`config.mk`:
```
export PLATFORM = sky130hd
export DESIGN_NAME = multicycle_control_unit_flat
export DESIGN_NICKNAME = d
export VERILOG_FILES = /design/src/rtl/multicycle_control_unit_if.sv /design/src/rtl/multicycle_control_unit.sv /design/src/flat_wrapper.sv
export SDC_FILE = /design/constraint.sdc
export NUM_CORES = 1
export LEC_CHECK = 0
export BUFFER_PORTS_ARGS = -buffer_cell sky130_fd_sc_hd__buf_2
export CAP_MARGIN = 40
export CORE_AREA = 3 3 108 110
export DETAILED_ROUTE_END_ITERATION = 8
export DIE_AREA = 0 0 111 113
export PLACE_DENSITY = 0.59
export SLEW_MARGIN = 10
export SYNTH_ARGS = -nofsm -noshare
export SYNTH_HDL_FRONTEND = slang
export SYNTH_SLANG_ARGS = --single-unit
```
`constraint.sdc`:
```
create_clock -name clk -period 2.5 [get_ports clk]
set_input_delay 0.25 -clock clk [delete_from_list [all_inputs] [get_ports clk]]
set_output_delay 0.25 -clock clk [all_outputs]
set_load 0.01 [all_outputs]
```
`src/rtl/multicycle_control_unit_if.sv`:
```
// Memory bus between the multicycle control unit and instruction/operand memory.
//   mem_req   : access request, held with mem_we/mem_addr until mem_ack
//   mem_we    : write strobe, qualifies mem_req
//   mem_addr  : word address
//   mem_ack   : transfer complete (may arrive in the request cycle)
//   mem_rdata : read data, valid with mem_ack
// master = control unit, slave = memory.
interface multicycle_control_unit_if #(
  parameter int unsigned WORD_W = 16,
  parameter int unsigned ADDR_W = 12
);
  logic              mem_req;
  logic              mem_we;
  logic [ADDR_W-1:0] mem_addr;
  logic              mem_ack;
  logic [WORD_W-1:0] mem_rdata;

  modport master (
    output mem_req, mem_we, mem_addr,
    input  mem_ack, mem_rdata
  );

  modport slave (
    input  mem_req, mem_we, mem_addr,
    output mem_ack, mem_rdata
  );
endinterface

```
`src/rtl/multicycle_control_unit.sv`:
```
// Multi-cycle sequencer for the accumulator datapath. Owns PC and IR, fetches
// over the req/ack memory bus, decodes the opcode, issues operand accesses and
// accumulator writebacks, resolves SKIP/JUMP, halts, counts retired
// instructions and flags illegal opcodes (sticky).
// Ports:
//   clk, reset_n      : clock (rising edge), asynchronous active-low reset
//   run               : start execution from IDLE
//   mem               : memory bus (master side)
//   zero_flag         : accumulator == 0, sampled only by SKIP in DECODE
//   mdr               : latched memory operand
//   reg_write_enable  : accumulator write strobe (WB only)
//   alu_op            : operation for the accumulator write (WB only)
//   pc, ir            : program counter, instruction register
//   halt, illegal     : halted, sticky illegal-opcode flag
//   retired           : retired-instruction count (wraps)
module multicycle_control_unit #(
  parameter int unsigned WORD_W = 16,
  parameter int unsigned OPC_W  = 4,
  parameter int unsigned ADDR_W = 12,
  parameter int unsigned CNT_W  = 16
) (
  input  logic                              clk,
  input  logic                              reset_n,
  input  logic                              run,
  multicycle_control_unit_if.master         mem,
  input  logic                              zero_flag,
  output logic [WORD_W-1:0]                 mdr,
  output logic                              reg_write_enable,
  output logic [OPC_W-1:0]                  alu_op,
  output logic [ADDR_W-1:0]                 pc,
  output logic [WORD_W-1:0]                 ir,
  output logic                              halt,
  output logic                              illegal,
  output logic [CNT_W-1:0]                  retired
);

  localparam logic [OPC_W-1:0] OP_ADD   = OPC_W'(4'b1000);
  localparam logic [OPC_W-1:0] OP_HALT  = OPC_W'(4'b1001);
  localparam logic [OPC_W-1:0] OP_LOAD  = OPC_W'(4'b1010);
  localparam logic [OPC_W-1:0] OP_STORE = OPC_W'(4'b1011);
  localparam logic [OPC_W-1:0] OP_CLEAR = OPC_W'(4'b1100);
  localparam logic [OPC_W-1:0] OP_SKIP  = OPC_W'(4'b1101);
  localparam logic [OPC_W-1:0] OP_JUMP  = OPC_W'(4'b1110);

  typedef enum logic [2:0] {
    IDLE,
    FETCH,
    DECODE,
    MEM,
    WB,
    HALTED
  } state_t;

  state_t              state_q, state_d;
  logic [ADDR_W-1:0]   pc_q, pc_d;
  logic [WORD_W-1:0]   ir_q, ir_d;
  logic [WORD_W-1:0]   mdr_q, mdr_d;
  logic                illegal_q, illegal_d;
  logic [CNT_W-1:0]    retired_q, retired_d;

  logic                retire;
  logic                mem_req_c;
  logic                mem_we_c;
  logic [ADDR_W-1:0]   mem_addr_c;
  logic                rwe_c;
  logic [OPC_W-1:0]    alu_op_c;

  logic [OPC_W-1:0]    opcode;
  logic [ADDR_W-1:0]   operand;

  assign opcode  = ir_q[WORD_W-1 -: OPC_W];
  assign operand = ir_q[ADDR_W-1:0];

  always_ff @(posedge clk or negedge reset_n) begin
    if (!reset_n) begin
      state_q   <= IDLE;
      pc_q      <= '0;
      ir_q      <= '0;
      mdr_q     <= '0;
      illegal_q <= 1'b0;
      retired_q <= '0;
    end else begin
      state_q   <= state_d;
      pc_q      <= pc_d;
      ir_q      <= ir_d;
      mdr_q     <= mdr_d;
      illegal_q <= illegal_d;
      retired_q <= retired_d;
    end
  end

  always_comb begin
    state_d    = state_q;
    pc_d       = pc_q;
    ir_d       = ir_q;
    mdr_d      = mdr_q;
    illegal_d  = illegal_q;
    retire     = 1'b0;
    mem_req_c  = 1'b0;
    mem_we_c   = 1'b0;
    mem_addr_c = '0;
    rwe_c      = 1'b0;
    alu_op_c   = '0;

    unique case (state_q)
      IDLE: begin
        if (run) state_d = FETCH;
      end

      FETCH: begin
        mem_req_c  = 1'b1;
        mem_addr_c = pc_q;
        if (mem.mem_ack) begin
          ir_d    = mem.mem_rdata;
          pc_d    = pc_q + ADDR_W'(1);
          state_d = DECODE;
        end
      end

      DECODE: begin
        case (opcode)
          OP_ADD, OP_LOAD, OP_STORE: state_d = MEM;
          OP_CLEAR:                  state_d = WB;
          OP_SKIP: begin
            if (zero_flag) pc_d = pc_q + ADDR_W'(1);
            retire  = 1'b1;
            state_d = FETCH;
          end
          OP_JUMP: begin
            pc_d    = operand;
            retire  = 1'b1;
            state_d = FETCH;
          end
          OP_HALT: begin
            retire  = 1'b1;
            state_d = HALTED;
          end
          default: begin
            illegal_d = 1'b1;
            retire    = 1'b1;
            state_d   = FETCH;
          end
        endcase
      end

      MEM: begin
        mem_req_c  = 1'b1;
        mem_addr_c = operand;
        mem_we_c   = (opcode == OP_STORE);
        if (mem.mem_ack) begin
          if (opcode == OP_STORE) begin
            retire  = 1'b1;
            state_d = FETCH;
          end else begin
            mdr_d   = mem.mem_rdata;
            state_d = WB;
          end
        end
      end

      WB: begin
        rwe_c    = 1'b1;
        alu_op_c = opcode;
        retire   = 1'b1;
        state_d  = FETCH;
      end

      HALTED: ;

      default: state_d = IDLE;
    endcase

    retired_d = retire ? retired_q + CNT_W'(1) : retired_q;
  end

  // Bus outputs decode from the state register only, so an asynchronous
  // reset drops mem_req in the same cycle.
  assign mem.mem_req      = mem_req_c;
  assign mem.mem_we       = mem_we_c;
  assign mem.mem_addr     = mem_addr_c;
  assign reg_write_enable = rwe_c;
  assign alu_op           = alu_op_c;
  assign mdr              = mdr_q;
  assign pc               = pc_q;
  assign ir               = ir_q;
  assign halt             = (state_q == HALTED);
  assign illegal          = illegal_q;
  assign retired          = retired_q;

endmodule

```
`src/flat_wrapper.sv`:
```
// flat-port wrapper written by rule: the top's interface ports become plain ports
module multicycle_control_unit_flat 
#(
  parameter int unsigned WORD_W = 16,
  parameter int unsigned OPC_W  = 4,
  parameter int unsigned ADDR_W = 12,
  parameter int unsigned CNT_W  = 16
)
  (clk, reset_n, run, zero_flag, mdr, reg_write_enable, alu_op, pc, ir, halt, illegal, retired, mem_mem_req, mem_mem_we, mem_mem_addr, mem_mem_ack, mem_mem_rdata);
  multicycle_control_unit_if #(.WORD_W(WORD_W), .ADDR_W(ADDR_W)) mem_i ();
  input  logic clk;
  input  logic reset_n;
  input  logic run;
  input  logic zero_flag;
  output logic [WORD_W-1:0] mdr;
  output logic reg_write_enable;
  output logic [OPC_W-1:0] alu_op;
  output logic [ADDR_W-1:0] pc;
  output logic [WORD_W-1:0] ir;
  output logic halt;
  output logic illegal;
  output logic [CNT_W-1:0] retired;
  output wire logic [$bits(mem_i.mem_req)-1:0] mem_mem_req;
  output wire logic [$bits(mem_i.mem_we)-1:0] mem_mem_we;
  output wire logic [$bits(mem_i.mem_addr)-1:0] mem_mem_addr;
  input wire logic [$bits(mem_i.mem_ack)-1:0] mem_mem_ack;
  input wire logic [$bits(mem_i.mem_rdata)-1:0] mem_mem_rdata;
  assign mem_mem_req = mem_i.mem_req;
  assign mem_mem_we = mem_i.mem_we;
  assign mem_mem_addr = mem_i.mem_addr;
  assign mem_i.mem_ack = mem_mem_ack;
  assign mem_i.mem_rdata = mem_mem_rdata;
  multicycle_control_unit #(.WORD_W(WORD_W), .OPC_W(OPC_W), .ADDR_W(ADDR_W), .CNT_W(CNT_W)) u_core (.clk(clk), .reset_n(reset_n), .run(run), .mem(mem_i), .zero_flag(zero_flag), .mdr(mdr), .reg_write_enable(reg_write_enable), .alu_op(alu_op), .pc(pc), .ir(ir), .halt(halt), .illegal(illegal), .retired(retired));
endmodule
```
**Word-level counts from Yosys, hierarchy flattened**

Cells that the tools add are included.

- Bits in registers: 64
- Bits in latches: 0
- Bits in writable memories: 0
- ROM bits: 0
- Bits of input ports: 21
- Output and inout bits: 81
- Logic and storage cells: 58
- Memories: 0

- Add/subtract/negate cells: 2
- $mul: 0
- Divide/modulo/power cells: 0
- Order comparisons: 0
- Equal/unequal tests: 17
- Shifts and indexed selects: 0
- Mux-type cells: 19
- Bitwise gates (word level): 3
- Reduce and logical (&&, ||, !) cells: 11

Operators with widths:

| kind | count |
|---|---|
| 12-bit case mux with 2 select lines | 3 |
| 4-bit equality test, second input constant | 7 |
| 12-bit two-way mux | 2 |
| 3-bit case mux with 6 select lines | 1 |
| 16-bit by 1-bit adder with 16-bit output, second input constant | 1 |
| 12-bit by 1-bit adder with 12-bit output, second input constant | 1 |
| 3-bit two-way mux | 4 |
| 3-bit case mux with 3 select lines | 1 |
| 4-bit AND reduction | 2 |
| 7-bit OR reduction | 1 |
| 3-bit by 2-bit equality test with 1-bit output, second input constant | 2 |
| 3-bit equality test, second input constant | 2 |
| 1-bit two-way mux | 6 |
| 2-bit != test, second input constant | 3 |
| 4-bit two-way mux | 1 |
| 2-bit AND reduction | 2 |
| 4-bit OR reduction | 1 |
| 3-bit by 1-bit equality test with 1-bit output, second input constant | 1 |
| 3-bit zero test | 1 |
| 3-bit by 2-bit != test with 1-bit output, second input constant | 1 |
| 3-bit != test, second input constant | 1 |
| 1-bit NOT | 3 |
| 1-bit case mux with 3 select lines | 1 |
| 3-bit AND reduction | 1 |
| other kinds (3) | 3 |

**Longest topological paths before layout**

Gate-level depths: netlist (run 1).

- Depth after elaboration: 4
- Depth in mapped cells: 8
- Depth with buffers taken out: 6

**Worst setup path after synthesis (run 1)**

Ideal clock, no wire load.

- Path type: flip-flop to flip-flop
- Start point: reg u_core.ir_q[14] (netlist: u_core.ir[14])
- End point: reg u_core.mdr_q[10] (netlist: u_core.mdr[10])
- Library setup time: 0.125 ns
- Arrival: 1.666 ns
- Data required time: 2.375 ns
- Setup slack: 0.709 ns
- Stages on the path, launching flop included: 6
- Buffers on the path: 2
- Clock period less this slack: 1.791 ns
- Cells stage by stage: dfrtp_1 buf_2 and4b_1 nor3_4 buf_4 mux2_2

- Cells in the longest elaborated chain, start to end: 3

RTL lines:

| element | RTL line | text |
|---|---|---|
| start: declaration | multicycle_control_unit.sv:56 | `logic [WORD_W-1:0] ir_q, ir_d;` |
| start signal: assignment | multicycle_control_unit.sv:85 | `ir_q <= ir_d;` |
| 4-bit equality test | multicycle_control_unit.sv:151 | `if (opcode == OP_STORE) begin` |
| 1-bit NOT (no source line) | -- |  |
| 3-bit AND reduction (no source line) | -- |  |
| end signal: assignment | multicycle_control_unit.sv:86 | `mdr_q <= mdr_d;` |
| end: declaration | multicycle_control_unit.sv:57 | `logic [WORD_W-1:0] mdr_q, mdr_d;` |

Every way passes these cells.
A chain may end at the register's enable or synchronous reset.

**Worst setup path after layout (run 1)**

- Start point: reg u_core.ir_q[13] (netlist: u_core.ir[13])
- End point: reg u_core.retired_q[1] (netlist: u_core.retired[1])

- Cells in the longest elaborated chain, start to end: 4
- Elaborated cells between the ends (all ways): 9
- Classes of those cells: 4 x eq/ne; 4 x mux; 1 x reduce/logical

RTL lines:

| element | RTL line | text |
|---|---|---|
| 4-bit equality test (on tied branches) | multicycle_control_unit.sv:121, multicycle_control_unit.sv:151 |  |
| 4-bit OR reduction (no source line) / 1-bit two-way mux (equally long branches) | -- |  |
| 1-bit two-way mux (on tied branches) | multicycle_control_unit.sv:121, multicycle_control_unit.sv:150 |  |
| 1-bit case mux with 3 select lines * | multicycle_control_unit.sv:105 | `unique case (state_q)` |
| end signal: assignment | multicycle_control_unit.sv:88 | `retired_q <= retired_d;` |
| end: declaration | multicycle_control_unit.sv:59 | `logic [CNT_W-1:0] retired_q, retired_d;` |

Mark *: on every way between the ends. The rest lies on a longest branch, timed or not.

==> impl_metrics.toml, run 1 <==
[clocking]
clkSinkCount = 64
numCtsBuffers = 9
cts_tree = "built"
worstSkewPairLatency_ps = 340
ctsHoldBuffers = 1
cts.clk_slew.worst_paths_ps = 70
htree_levels = 3
ctsResizeCount = 0
cts_setup_buffers = 0
cts_root_buffer = "clkbuf_8"
cts_buffer_depth = 2

[detailed_routing]
drtPass1Iterations = 4
ant_nets = 0
drc = 0
wl_um = 8237
wire_per_inst_um = 15.25
vias_per_cell = 4.844
num_vias = 2616
drt_iter0_markers = 121

[yosys]
synthSimpleGateAreaFrac = 0.1689
synthXorXnorAreaFrac = 0.04589
synthTopCellsByArea = "dfrtp_1 (49%), mux2_2 (11%), xnor2_1 (4.0%), mux2i_1 (4.0%), nand2_1 (2.4%)"
synthAdderAreaFrac = 0.007713
synth_area_leader_cell = "dfrtp_1"
synth.avg_cell_area_um2 = 11.15
synthesis.nets = 314
synthMuxAreaShare = 0.1546
synth_seq_area_share = 0.4936
synth_top_area_share = 0.4936
ys_types = 43
synth_edf_count = 0
synth_cells = 291
postSynth.asyncResetShare = 1.000
synth_compound_area_frac = 0.09256
ys_ff_latch = 64
ys_warn_count = 0
synth_top_family_by_area = "simple AND/OR/NAND/NOR gates"
synth_flop_cell = "dfrtp_1"
syn_area_um2 = 3244

[global_route]
grt_pass1_vias = 2667
antenna_found_initial = 0
grt_pass1_wl_um = 13750
grt_overflow_total = 0
grt_start_max_net_pins = 35
grtUsageTotal = 0.1365

[sta]
slew-limit-headroom = 0.4825
worst_slew_pin_slew_ps = 776.3
finalCritPeriodShare = 0.7714
fin_skew_ps = 8.768
fmax_mhz = 518.5
finalSetupTns_ps = 0
rsz0062_at_grt = "no"
hold_viol = 0
drv_slew = 0
setup_viol = 0
fin_crit_ps = 1929

[final_layout]
drive_gt1_frac = 0.4350
layout_common_cells = "buf_2 (101), dfrtp_1 (64), mux2_2 (33)"
postLayoutCoreUtil = 0.3882
layout_commonest_cell = "buf_2"
area_growth_pct = 29.16
n_antenna_cell = 0
final_nets = 418
fillerInstances = 1082

[die]
initial_utilization = 0.3006
fp.dieW_um = 111
num_rows = 38
fp.coreArea_um2 = 10790
die_h_um = 113
ioPinCount = 102
design.die.area_um2 = 12540

[placed_design]
dpl.hpwl_um = 5974
place.gp.congestion = 0.8112
portBuffers = 101

[power_and_ir_drop]
p_per_area_nw_per_um2 = 1284
power_mw = 5.379
ir_drop_v = 0.0005290
leakage_nw = 2.004

[setup_path]
cp-start-kind = "flop"
worstReg2RegStart = "u_core.ir[13]"
critPathRequiredTime_ps = 2730
ff2ff_setup_slack_ps = 570
crit_fanout = 16
r2r-end = "u_core.retired[1]"
critPathCapture = "u_core.retired[1]"
reg2reg_depth = 4
crit_type = "reg -> reg"
critPathCaptureType = "flop"
arrival_ps = 2160
worstSetupStartpoint = "u_core.ir[13]"

[run_status]
status = "complete, no violations"

[min_path]
hp-class = "in -> reg"

[flow_run]
max_cap_viol_count = 0
synthesized netlist by cell type, types with 7 or more instances:
cell / instances
nor2_1: 18
xnor2_1: 15
mux2i_1: 13
nand3_1: 13
nand2_1: 21
dfrtp_1: 64
a21oi_1: 14
mux2_2: 33
and3_1: 10
buf_2: 8
a21oi_2: 8
nand4_1: 12
o21ai_0: 8
and2_1: 7
worst min path at each step:
stage,startpoint,end,slack (ps),depth (start not counted)
2_1_floorplan,reset_n,u_core.illegal,-50,0
3_3_place_gp,reset_n,u_core.mdr[5],370,1
3_5_place_dp,reset_n,u_core.mdr[11],380,1
4_1_cts,mem_mem_rdata[7],u_core.ir[7],130,2
5_1_grt,mem_mem_rdata[7],u_core.mdr[7],140,2
6_report,mem_mem_rdata[7],u_core.mdr[7],160,2
cell type report:
type | instances | area [µm²] | share of cell area
flip-flops and latches | 64 | 1602 | 0.3822
multi-input cells | 207 | 1524 | 0.3637
repair buffers | 112 | 603.1 | 0.1439
well taps | 140 | 175.2 | 0.04180
clock inverters | 6 | 155.1 | 0.03703
clock buffers | 10 | 127.6 | 0.03046
inverters | 1 | 3.754 | 0.0008958
kinds of logic (layout without fill, tap and decap cells):
group / count (synthesis) / count (layout)
compound gates: 43 / 43
xor+xnor: 17 / 17
fa+ha+maj: 2 / 2
buf+inv: 20 / 129
flops: 64 / 64
mux: 46 / 46
simple gates: 99 / 99
state kept, by name (all words and copies together) (netlist names):
name / flops
u_core.state_q: 3
u_core.illegal: 1
u_core.retired: 16
u_core.ir: 16
u_core.mdr: 16
u_core.pc: 12
through the flow:
step	std cells	area (µm²)	hold slack [ps]	setup WS (ps)
finish	540	4190	155.6	571.4
CTS	540	4190	132.6	547.0
global placement	523	3897	367.2	583.5
global route	540	4190	138.9	341.3
floorplan	291	3244	-45.59	708.8
detailed placement	523	3897	378.1	549.4
where the power goes:
group          leakage, nW  internal (mW)  total (mW)  switching [mW]
logic                 1.07           1.05        2.17            1.12
registers            0.792           1.45        1.94           0.494
clock network        0.140          0.863        1.27           0.405
total                 2.00           3.36        5.38            2.01
critical path, cell delays in order (launching register included):
cell	delay (ps)
dfrtp_1	490
nand2b_1	210
and3_1	190
o21ai_2	520
mux2_2	400
metal layers:
| metal | global-route usage | vias up | share of wire |
|---|---|---|---|
| met5 | 0 | - | 0 |
| met1 | 0.1794 | 1267 | 0.46 |
| met2 | 0.2136 | 79 | 0.46 |
| met4 | 0.06076 | 0 | 0.020 |
| met3 | 0.03476 | 12 | 0.062 |
| li1 | - | 1258 | - |
(Power assumes the default switching activity.)
==> run 2, diff against run 1 <==
==> constraint.sdc (replaced) <==
create_clock -name clk -period 1.8 [get_ports clk]
set_input_delay 0.18 -clock clk [delete_from_list [all_inputs] [get_ports clk]]
set_output_delay 0.18 -clock clk [all_outputs]
set_load 0.01 [all_outputs]
==> impl_metrics.toml, run 2 (synthesized netlist as in run 1, its figures left out) <==
[detailed_routing]
num_vias = 2689
drtPass1Iterations = 4
ant_nets = 0
wl_um = 8472
drc = 0
drt_iter0_markers = 118
vias_per_cell = 4.828
wire_per_inst_um = 15.21

[sta]
rsz0062_at_grt = "yes"
worst_hold_slack_ps = 89.45
fin_crit_ps = 1724
slew-limit-headroom = 0.7571
setup_viol = 0
fin_skew_ps = 14.64
hold_viol = 0
drv_slew = 0
fmax_mhz = 580.2
worst_slew_pin_slew_ps = 364.3
finalCritPeriodShare = 0.9576

[setup_path]
reg2reg_depth = 5
critPathTopFamily = "buffers and inverters"
cp_cell_sequence = "buf_4 -> buf_6 -> mux2i_1 -> nor2_2 -> buf_2"
critPathCaptureType = "primary output"
arrival_ps = 1540
r2r-end = "u_core.mdr[11]"
path_buf_inv = 3
critPathSlowestCell = "dfrtp_2"
critPathRequiredTime_ps = 1620
cp-start-kind = "flop"
worstReg2RegStart = "u_core.state_q[2]"
max_stage_delay_ps = 420
ff2ff_setup_slack_ps = 90
crit_type = "reg -> out"
crit_fanout = 12

[clocking]
cts.clk_slew.worst_paths_ps = 80
numCtsBuffers = 9
cts_tree = "built"
clkSinkCount = 64
worstSkewPairLatency_ps = 340
cts_root_buffer = "clkbuf_8"
htree_levels = 3
cts_buffer_depth = 2

[placed_design]
dpl_cell_area_um2 = 4048
dpl.hpwl_um = 5986
place.gp.congestion = 0.8149
portBuffers = 101

[global_route]
antenna_found_initial = 0
grtUsageTotal = 0.1346
grt_pass1_wl_um = 13740
grt_pass1_vias = 2681
grt_overflow_total = 0
grt_start_max_net_pins = 65

[power_and_ir_drop]
leakage_nw = 2.083
ir_drop_v = 0.0005965
p_per_area_nw_per_um2 = 1722

[final_layout]
layout_common_cells = "buf_2 (101), dfrtp_1 (61), mux2_2 (33)"
fillerInstances = 1054
finish.instance_area_um2 = 4347
seq_area_um2 = 1605
final_nets = 436
n_antenna_cell = 0
drive_gt1_frac = 0.4820
multi_input_area_um2 = 1559
layout_commonest_cell = "buf_2"
area_growth_pct = 33.98

[min_path]
min_to = "u_core.mdr[2]"
holdPathStages = 2
hp-start = "mem_mem_rdata[2]"
hp-class = "in -> reg"

[die]
num_rows = 38
initial_utilization = 0.3006
fp.coreArea_um2 = 10790
die_h_um = 113
ioPinCount = 102
design.die.area_um2 = 12540
fp.dieW_um = 111

[run_status]
status = "complete, no violations"

[flow_run]
max_cap_viol_count = 0
## run 2: changes by cell type in the layout (fill, tap and decap cells not counted), sizes merged
cell	before	now
bufinv	5	2
buf	111	128
clkinv	1	0
o21bai	1	2
clkinvlp	0	1
clkbuf	10	11
inv	1	2
## run 2: how the worst max path moves through the flow
stage | from | endpoint | slack (ps) | cells past startpoint
2_1_floorplan | u_core.ir[14] | u_core.mdr[10] | 9 | 5
3_3_place_gp | u_core.state_q[2] | u_core.mdr[5] | 120 | 5
3_5_place_dp | u_core.state_q[2] | u_core.mdr[15] | 70 | 5
4_1_cts | u_core.state_q[0] | mem_mem_addr[8] | 20 | 4
5_1_grt | u_core.state_q[2] | u_core.mdr[11] | -20 | 5
6_report | u_core.state_q[1] | mem_mem_addr[8] | 80 | 5
## run 2: layout make-up
class,count,area share
flip-flops and latches,64,0.3693
inverters,1,0.0008636
well taps,140,0.04030
multi-input cells,208,0.3587
clock inverters,4,0.01756
repair buffers,129,0.1785
clock buffers,11,0.03483
## run 2: report_power, final
part | internal, mW | total, mW | switching, mW
sequential | 2.02 | 2.61 | 0.586
clock | 0.854 | 1.43 | 0.577
combinational | 1.70 | 3.45 | 1.74
total | 4.58 | 7.49 | 2.91
## run 2: layer usage
| layer | up-vias | wire length, µm | part of all wire | GRT usage |
|---|---|---|---|---|
| met3 | 10 | 464 | 0.055 | 0.03476 |
| li1 | 1290 | - | - | - |
| met4 | 0 | 110 | 0.013 | 0.03941 |
| met5 | - | 0 | 0 | 0 |
| met2 | 81 | 4056 | 0.48 | 0.2140 |
| met1 | 1308 | 3840 | 0.45 | 0.1821 |
## run 2: metrics by stage
step                      TNS, ps    util  power [mW]  setup WS, ps  std cells
after detailed placement        0  0.3750       6.012         71.84        538
after CTS                       0  0.3979       7.489         23.34        554
after global placement          0  0.3750       5.937         123.2        538
after global routing       -85.92  0.4027       8.049        -18.04        557
after floorplan                 0       -       4.599         8.777        291
final                           0  0.4027       7.486         76.33        557
## run 2: what timing repair did
item | CTS | global route
pin swaps | 0 | 1
hold endpoints to repair | 64 | 0
resized for setup | 2 | 9
buffers inserted | 0 | 2
cloned | 0 | 1
hold buffers | 1 | 0
setup endpoints to repair | 5 | 46
